==> config.mk <==
export PLATFORM = sky130hd
export DESIGN_NAME = seg7_scan_multi_flat
export DESIGN_NICKNAME = d
export VERILOG_FILES = /design/src/rtl/seg7_scan_multi_if.sv /design/src/rtl/seg7_scan_multi.sv /design/src/flat_wrapper.sv
export SDC_FILE = /design/constraint.sdc
export NUM_CORES = 1
export LEC_CHECK = 0
export ABC_AREA = 1
export BUFFER_PORTS_ARGS = -buffer_cell sky130_fd_sc_hd__buf_2
export CORE_MARGIN = 1.5
export CORE_UTILIZATION = 60
export DETAILED_ROUTE_END_ITERATION = 7
export GPL_TIMING_DRIVEN = 0
export PLACE_DENSITY = 0.85
export REMOVE_ABC_BUFFERS = 1
export SYNTH_ARGS = -nofsm -noshare
export SYNTH_HDL_FRONTEND = slang
export SYNTH_SLANG_ARGS = --single-unit
==> constraint.sdc <==
create_clock -name clk_1k -period 4.53 [get_ports clk_1k]
set_clock_uncertainty 0.05 [all_clocks]
set_input_delay 0.6795 -clock clk_1k [delete_from_list [all_inputs] [get_ports clk_1k]]
set_output_delay 0.6795 -clock clk_1k [all_outputs]
set_load 0.05 [all_outputs]
==> src/rtl/seg7_scan_multi_if.sv <==
// Bundle between the value-producing logic and the 7-segment scanner.
// There is no valid/ready pair on this bus: the producer holds data_in,
// dp_in, blank_in and lz_en steady-state, and the scanner samples them
// only on the edge where sel wraps from the last digit back to digit 0.
// Any value present on that edge is accepted. Changes in between are
// ignored until the next wrap. sel/seg/frame_start flow back to the board.
interface seg7_scan_multi_if #(
  parameter int DIGITS = 6
);
  localparam int SELW = (DIGITS > 2) ? $clog2(DIGITS) : 1;

  logic [4*DIGITS-1:0] data_in;
  logic [DIGITS-1:0]   dp_in;
  logic [DIGITS-1:0]   blank_in;
  logic                lz_en;
  logic [SELW-1:0]     sel;
  logic [7:0]          seg;
  logic                frame_start;

  // Producer side: drives the display contents, observes the scan
  modport master (
    output data_in, dp_in, blank_in, lz_en,
    input  sel, seg, frame_start
  );

  // Scanner side
  modport slave (
    input  data_in, dp_in, blank_in, lz_en,
    output sel, seg, frame_start
  );
endinterface

==> src/rtl/seg7_scan_multi.sv <==
// Parametrised time-multiplexed 7-segment scanner. Inputs are captured
// once per frame (on the sel wrap), so a frame never mixes old and new
// data. sel and seg are registered together: seg always encodes the
// digit that sel currently selects.
module seg7_scan_multi #(
  parameter int DIGITS         = 6,
  parameter int SCAN_DIV       = 1,
  parameter bit SEG_ACTIVE_LOW = 1'b1
) (
  input logic              clk_1k,
  input logic              rst_n,
  seg7_scan_multi_if.slave bus
);
  localparam int SELW = (DIGITS > 2) ? $clog2(DIGITS) : 1;
  localparam int DIVW = (SCAN_DIV > 2) ? $clog2(SCAN_DIV) : 1;
  localparam logic [SELW-1:0] LAST_SEL = SELW'(DIGITS - 1);
  localparam logic [DIVW-1:0] LAST_DIV = DIVW'(SCAN_DIV - 1);
  localparam logic [7:0]      SEG_OFF  = SEG_ACTIVE_LOW ? 8'hFF : 8'h00;

  // Active-low hex codes with the decimal point off (bit7 = 1)
  function automatic logic [7:0] hex8(input logic [3:0] n);
    logic [7:0] c;
    case (n)
      4'h0: c = 8'hC0;
      4'h1: c = 8'hF9;
      4'h2: c = 8'hA4;
      4'h3: c = 8'hB0;
      4'h4: c = 8'h99;
      4'h5: c = 8'h92;
      4'h6: c = 8'h82;
      4'h7: c = 8'hF8;
      4'h8: c = 8'h80;
      4'h9: c = 8'h90;
      4'hA: c = 8'h88;
      4'hB: c = 8'h83;
      4'hC: c = 8'hC6;
      4'hD: c = 8'hA1;
      4'hE: c = 8'h86;
      default: c = 8'h8E;
    endcase
    return c;
  endfunction

  logic [DIVW-1:0]     div_cnt;
  logic [SELW-1:0]     sel_q;
  logic [7:0]          seg_q;
  logic                frame_start_q;

  logic [4*DIGITS-1:0] sh_data;
  logic [DIGITS-1:0]   sh_dp;
  logic [DIGITS-1:0]   sh_blank;
  logic                sh_lz;

  logic                tick;
  logic                wrap;
  logic [SELW-1:0]     next_sel;

  logic [4*DIGITS-1:0] src_data;
  logic [DIGITS-1:0]   src_dp;
  logic [DIGITS-1:0]   src_blank;
  logic                src_lz;
  logic [3:0]          nib_i;
  logic                zero_run;
  logic [3:0]          cur_nib;
  logic                cur_dp;
  logic                cur_blank;
  logic                cur_sup;
  logic [7:0]          seg_code;
  logic [7:0]          seg_next;

  assign tick     = (div_cnt == LAST_DIV);
  assign wrap     = tick && (sel_q == LAST_SEL);
  assign next_sel = (sel_q == LAST_SEL) ? '0 : sel_q + 1'b1;

  // On the wrap edge the live inputs are what the shadow is about to hold,
  // so decoding from them keeps digit 0 consistent with the rest of the frame
  always_comb begin
    src_data  = wrap ? bus.data_in  : sh_data;
    src_dp    = wrap ? bus.dp_in    : sh_dp;
    src_blank = wrap ? bus.blank_in : sh_blank;
    src_lz    = wrap ? bus.lz_en    : sh_lz;
    nib_i     = '0;
    zero_run  = 1'b1;
    cur_nib   = '0;
    cur_dp    = 1'b0;
    cur_blank = 1'b0;
    cur_sup   = 1'b0;
    for (int i = 0; i < DIGITS; i++) begin
      nib_i    = src_data[4*(DIGITS-1-i) +: 4];
      zero_run = zero_run && (nib_i == 4'h0);
      if (next_sel == SELW'(i)) begin
        cur_nib   = nib_i;
        cur_dp    = src_dp[i];
        cur_blank = src_blank[i];
        // The last digit is never suppressed so zero still shows "0"
        cur_sup   = src_lz && zero_run && (i != DIGITS - 1);
      end
    end
  end

  // Build the segment code: hex, then suppression, dp, blanking, polarity
  always_comb begin
    seg_code = hex8(cur_nib);
    if (cur_sup)   seg_code[6:0] = 7'h7F;
    if (cur_dp)    seg_code[7]   = 1'b0;
    if (cur_blank) seg_code      = 8'hFF;
    seg_next = SEG_ACTIVE_LOW ? seg_code : ~seg_code;
  end

  // Scan-rate prescaler; with SCAN_DIV=1 it sits at 0 and tick stays high
  always_ff @(posedge clk_1k or negedge rst_n) begin
    if (!rst_n)    div_cnt <= '0;
    else if (tick) div_cnt <= '0;
    else           div_cnt <= div_cnt + 1'b1;
  end

  // Digit select and its segment code advance together on each tick
  always_ff @(posedge clk_1k or negedge rst_n) begin
    if (!rst_n) begin
      sel_q <= LAST_SEL;
      seg_q <= SEG_OFF;
    end else if (tick) begin
      sel_q <= next_sel;
      seg_q <= seg_next;
    end
  end

  // One-cycle marker for the first slot of each frame
  always_ff @(posedge clk_1k or negedge rst_n) begin
    if (!rst_n) frame_start_q <= 1'b0;
    else        frame_start_q <= wrap;
  end

  // Frame snapshot of the display inputs
  always_ff @(posedge clk_1k or negedge rst_n) begin
    if (!rst_n) begin
      sh_data  <= '0;
      sh_dp    <= '0;
      sh_blank <= '0;
      sh_lz    <= 1'b0;
    end else if (wrap) begin
      sh_data  <= bus.data_in;
      sh_dp    <= bus.dp_in;
      sh_blank <= bus.blank_in;
      sh_lz    <= bus.lz_en;
    end
  end

  assign bus.sel         = sel_q;
  assign bus.seg         = seg_q;
  assign bus.frame_start = frame_start_q;
endmodule

==> src/flat_wrapper.sv <==
// flat-port wrapper written by rule: the top's interface ports become plain ports
module seg7_scan_multi_flat 
#(
  parameter int DIGITS         = 6,
  parameter int SCAN_DIV       = 1,
  parameter bit SEG_ACTIVE_LOW = 1'b1
)
  (clk_1k, rst_n, bus_data_in, bus_dp_in, bus_blank_in, bus_lz_en, bus_sel, bus_seg, bus_frame_start);
  seg7_scan_multi_if #(.DIGITS(DIGITS)) bus_i ();
  input logic clk_1k;
  input logic rst_n;
  input wire logic [$bits(bus_i.data_in)-1:0] bus_data_in;
  input wire logic [$bits(bus_i.dp_in)-1:0] bus_dp_in;
  input wire logic [$bits(bus_i.blank_in)-1:0] bus_blank_in;
  input wire logic [$bits(bus_i.lz_en)-1:0] bus_lz_en;
  output wire logic [$bits(bus_i.sel)-1:0] bus_sel;
  output wire logic [$bits(bus_i.seg)-1:0] bus_seg;
  output wire logic [$bits(bus_i.frame_start)-1:0] bus_frame_start;
  assign bus_i.data_in = bus_data_in;
  assign bus_i.dp_in = bus_dp_in;
  assign bus_i.blank_in = bus_blank_in;
  assign bus_i.lz_en = bus_lz_en;
  assign bus_sel = bus_i.sel;
  assign bus_seg = bus_i.seg;
  assign bus_frame_start = bus_i.frame_start;
  seg7_scan_multi #(.DIGITS(DIGITS), .SCAN_DIV(SCAN_DIV), .SEG_ACTIVE_LOW(SEG_ACTIVE_LOW)) u_core (.clk_1k(clk_1k), .rst_n(rst_n), .bus(bus_i));
endmodule
==> flow_summary_export.csv <==
group,metric,value,unit
sta,worst_slack,1.764,ns
cells_and_area,seqCellArea,0.001239,mm^2
detailed_routing,drtAntennaViolNets,0,
power_and_ir_drop,p_seq_frac,0.517,
yosys,synth_top_family_by_area,"simple AND/OR/NAND/NOR gates",
global_routing,grt_pass1_wl,9.404,mm
setup_path,end_kind,"flip-flop",
cts,postCtsHoldBufs,0,
cells_and_area,layout.nets,436,
setup_path,cpMostUsedCell,"nand3_1",
cts,cts_made_buffers,5,
cells_and_area,multi_input_area,0.001201,mm^2
yosys,synthCells,344,
yosys,synth_top_area_cell,"dfrtp_1",
yosys,synth-compound-area-share,0.05168,
die,die_area,0.004931,mm^2
power_and_ir_drop,irDropWorstVdd,212.5,uV
power_and_ir_drop,intPower,0.0006790,W
cts,clkLatencyLatePin,0.31,ns
global_routing,grt_overflow,0,
sta,relSlewSlack,0.3093,
hold_path,hold_depth,2,
cells_and_area,layout-drive-gt1-share,0.2327,
power_and_ir_drop,power.total,0.0009072,W
die,io-pin-count,51,
detailed_routing,drtIter0Drc,194,
detailed_routing,vias,2245,
detailed_routing,drc,0,
yosys,yosys-top-cells-area,"dfrtp_1, nand2_1, dfstp_2, nand3_1, inv_1",
sta,timing.setup.tns,0,ns
sta,period_needed,2.766,ns
placement,place.gp.congestion,0.8671,
cts,cts_tree,"yes",
run_status,outcome,"complete, no violations",
setup_path,critPathLaunchType,"flip-flop",
setup_path,worstSetupPathType,"reg -> reg",
cells_and_area,synthToLayoutAreaGrowth,11.91,%
sta,fin_crit_sh,0.6106,
yosys,syn_area_per_cell,7.882,um^2
cts,ctsHtreeMaxLevel,2,
yosys,muxShareOfSynthArea,0,
setup_path,critPathMaxFanout,35,
detailed_routing,drt_pass1_iterations,5,
yosys,synth-edff-count,0,
sta,slew_violations,0,
placement,port_buffers,50,
sta,hold_viol,0,
yosys,yosysWarnings,0,
run,maxCapViolCount,0,
hold_path,worstHoldPathType,"reg -> reg",
placement,post-dp-hpwl,3.985,mm
cts,root_buffer,"clkbuf_8",
power_and_ir_drop,switching_share,0.2515,
global_routing,antenna_found_initial,0,
setup_path,r2r_cells,12,
yosys,async_flop_share,1.000,
cts,max-clock-path-buffers,2,
cts,post_cts_buffers,0,
placement,pre_cts_slack,1.802,ns
cts,cts_sinks,49,
yosys,synth_xor_area_frac,0,
power_and_ir_drop,p_comb_frac,0.121,
yosys,yosysSeqAreaShare,0.4569,
detailed_routing,drt_wl_total,5.596,mm
global_routing,track_usage,0.2426,
die,die_x,70.22,um
sta,tightest_slew,1.036,ns
setup_path,slowest_delay,0.71,ns
die,fp.dieH,70.22,um
detailed_routing,via_per_inst,5.068,
cts,cts_resized,0,
cells_and_area,diodes,0,
die,start_util,0.6227,
setup_path,crit_slowest_cell,"dfstp_2",
power_and_ir_drop,leakage,1.644,nW
yosys,synth-seq-cells,49,
setup_path,critPathRequiredTime,4.73,ns
power_and_ir_drop,p_sw,0.0002281,W
global_routing,grt_pass1_vias,2126,
yosys,netlist.area_leader.share,0.3599,
yosys,synthDistinctLibCells,35,
sta,fmax,361.5,MHz
cts,cts.clk_slew.worst_paths,0.09,ns
sta,setup_viol,0,
detailed_routing,wl_per_cell,12.63,um
yosys,synthAdderAreaFrac,0.03230,
power_and_ir_drop,clkPwrFrac,0.362,
cells_and_area,n_fill_cell,360,
setup_path,cp_cell_sequence,"nand2_4, nor2_8, nand2_1, nand3_1, nand2_1, nor2_1, nand3_1, nor2_1, ha_1, nand2_1, nand3_1, nand3_1",
yosys,yosysMostFrequentCell,"nand2_1",
yosys,synthTopCellsByCount,"nand2_1, dfrtp_1, inv_1, nand3_1, nor2_1",
global_routing,grt_max_degree,50,
die,num_rows,24,
sta,rsz0062_at_grt,"false",
power_and_ir_drop,power_density,299.0,mW/mm^2
sta,holdWs,0.4277,ns
setup_path,worst_ep_arrival_time,2.97,ns
yosys,syn_area,0.002711,mm^2
yosys,synthSimpleGateAreaFrac,0.3590,
yosys,synth_top_flop_cell,"dfrtp_1",
die,core,0.004354,mm^2
-- placed cells by master, fill, tap and decap left out --
master,netlist,routed
o21ai_1,3,3
nor2_4,1,1
nor2_8,1,1
a21oi_1,4,4
and2_1,2,2
o21ai_0,5,5
ha_1,7,7
o21ai_2,2,2
nand4_1,7,7
nor3_1,1,1
o21a_1,3,3
nand2_2,5,5
nand3_4,1,1
dfrtp_1,39,39
clkbuf_8,1,6
nor2_2,1,1
nand3_1,28,28
inv_2,3,3
bufinv_16,0,1
nor2_1,18,18
nand2_1,138,138
o2111ai_1,1,1
clkinvlp_4,0,1
nor3_2,1,1
dfstp_2,10,10
inv_1,37,37
o211ai_1,3,3
a21oi_2,1,1
or2_1,4,4
nand2_4,2,2
buf_2,1,50
nand3_2,3,3
nand4_2,1,1
inv_6,1,1
-- critical path, delay by kind of cell, from the launching register on --
kind / cells / cell delay, ns
simple gates: 11 / 1.63
fa+ha+maj: 1 / 0.31
flops: 1 / 0.71
-- metrics by stage --
step,instance area [um^2],std cells,util
detailed placement,2914,435,0.6693
global route,3034,443,0.6968
floorplan,2599,333,-
finish,3034,443,0.6968
CTS,3034,443,0.6968
global placement,2914,435,0.6693
-- logic make-up after synthesis --
family | count (synthesis)
buffers and inverters | 52
adder cells (fa/ha/maj) | 7
AO/OA/AOI/OAI | 22
flip-flops | 49
AND/OR/NAND/NOR | 214
-- state kept, by name, summed over array words and instances (netlist names) --
name                    cells
u_core.sh_data             24
u_core.bus.seg              8
u_core.sh_blank             6
u_core.sh_dp                6
u_core.bus.sel              3
u_core.bus.frame_start      1
u_core.sh_lz                1
-- area by class of cell --
class                   count  area share
clock inverters             2     0.01237
clock buffers               6     0.02722
flip-flops and latches     49      0.4082
inverters                  41     0.05237
multi-input cells         243      0.3959
repair buffers             50     0.08247
well taps                  52     0.02144
-- power by group through the flow --
stage | Combinational (W) | Sequential [W] | Clock [W]
final | 0.000110 | 0.000469 | 0.000328
after global routing | 0.000123 | 0.000471 | 0.000353
after CTS | 0.000111 | 0.000469 | 0.000332
after detailed placement | 0.000110 | 0.000477 | 0
after global placement | 0.000107 | 0.000476 | 0
after floorplan | 0.0000496 | 0.000497 | 0
-- final timing paths --
kind / start / end / slack (ns)
setup / recovery: u_core.bus.sel[2]$_DFF_PN1_ / u_core.bus.seg[3]$_DFF_PN1_ / 1.76
max in group asynchronous: rst_n / u_core.sh_data[8]$_DFF_PN0_ / 3.29
hold / removal: u_core.sh_dp[3]$_DFF_PN0_ / u_core.sh_dp[3]$_DFF_PN0_ / 0.43
setup reg to reg: u_core.bus.sel[2]$_DFF_PN1_ / u_core.bus.seg[3]$_DFF_PN1_ / 1.76
hold reg to reg: u_core.sh_dp[3]$_DFF_PN0_ / u_core.sh_dp[3]$_DFF_PN0_ / 0.43
min in group asynchronous: rst_n / u_core.sh_dp[5]$_DFF_PN0_ / 0.50
-- routing by layer --
layer / global-route usage / share of wire
met2: 0.3973 / 0.49
met1: 0.3250 / 0.44
met5: 0 / 0
met3: 0.06061 / 0.058
met4: 0.05983 / 0.0075
Power figures use the tool's default switching activity.
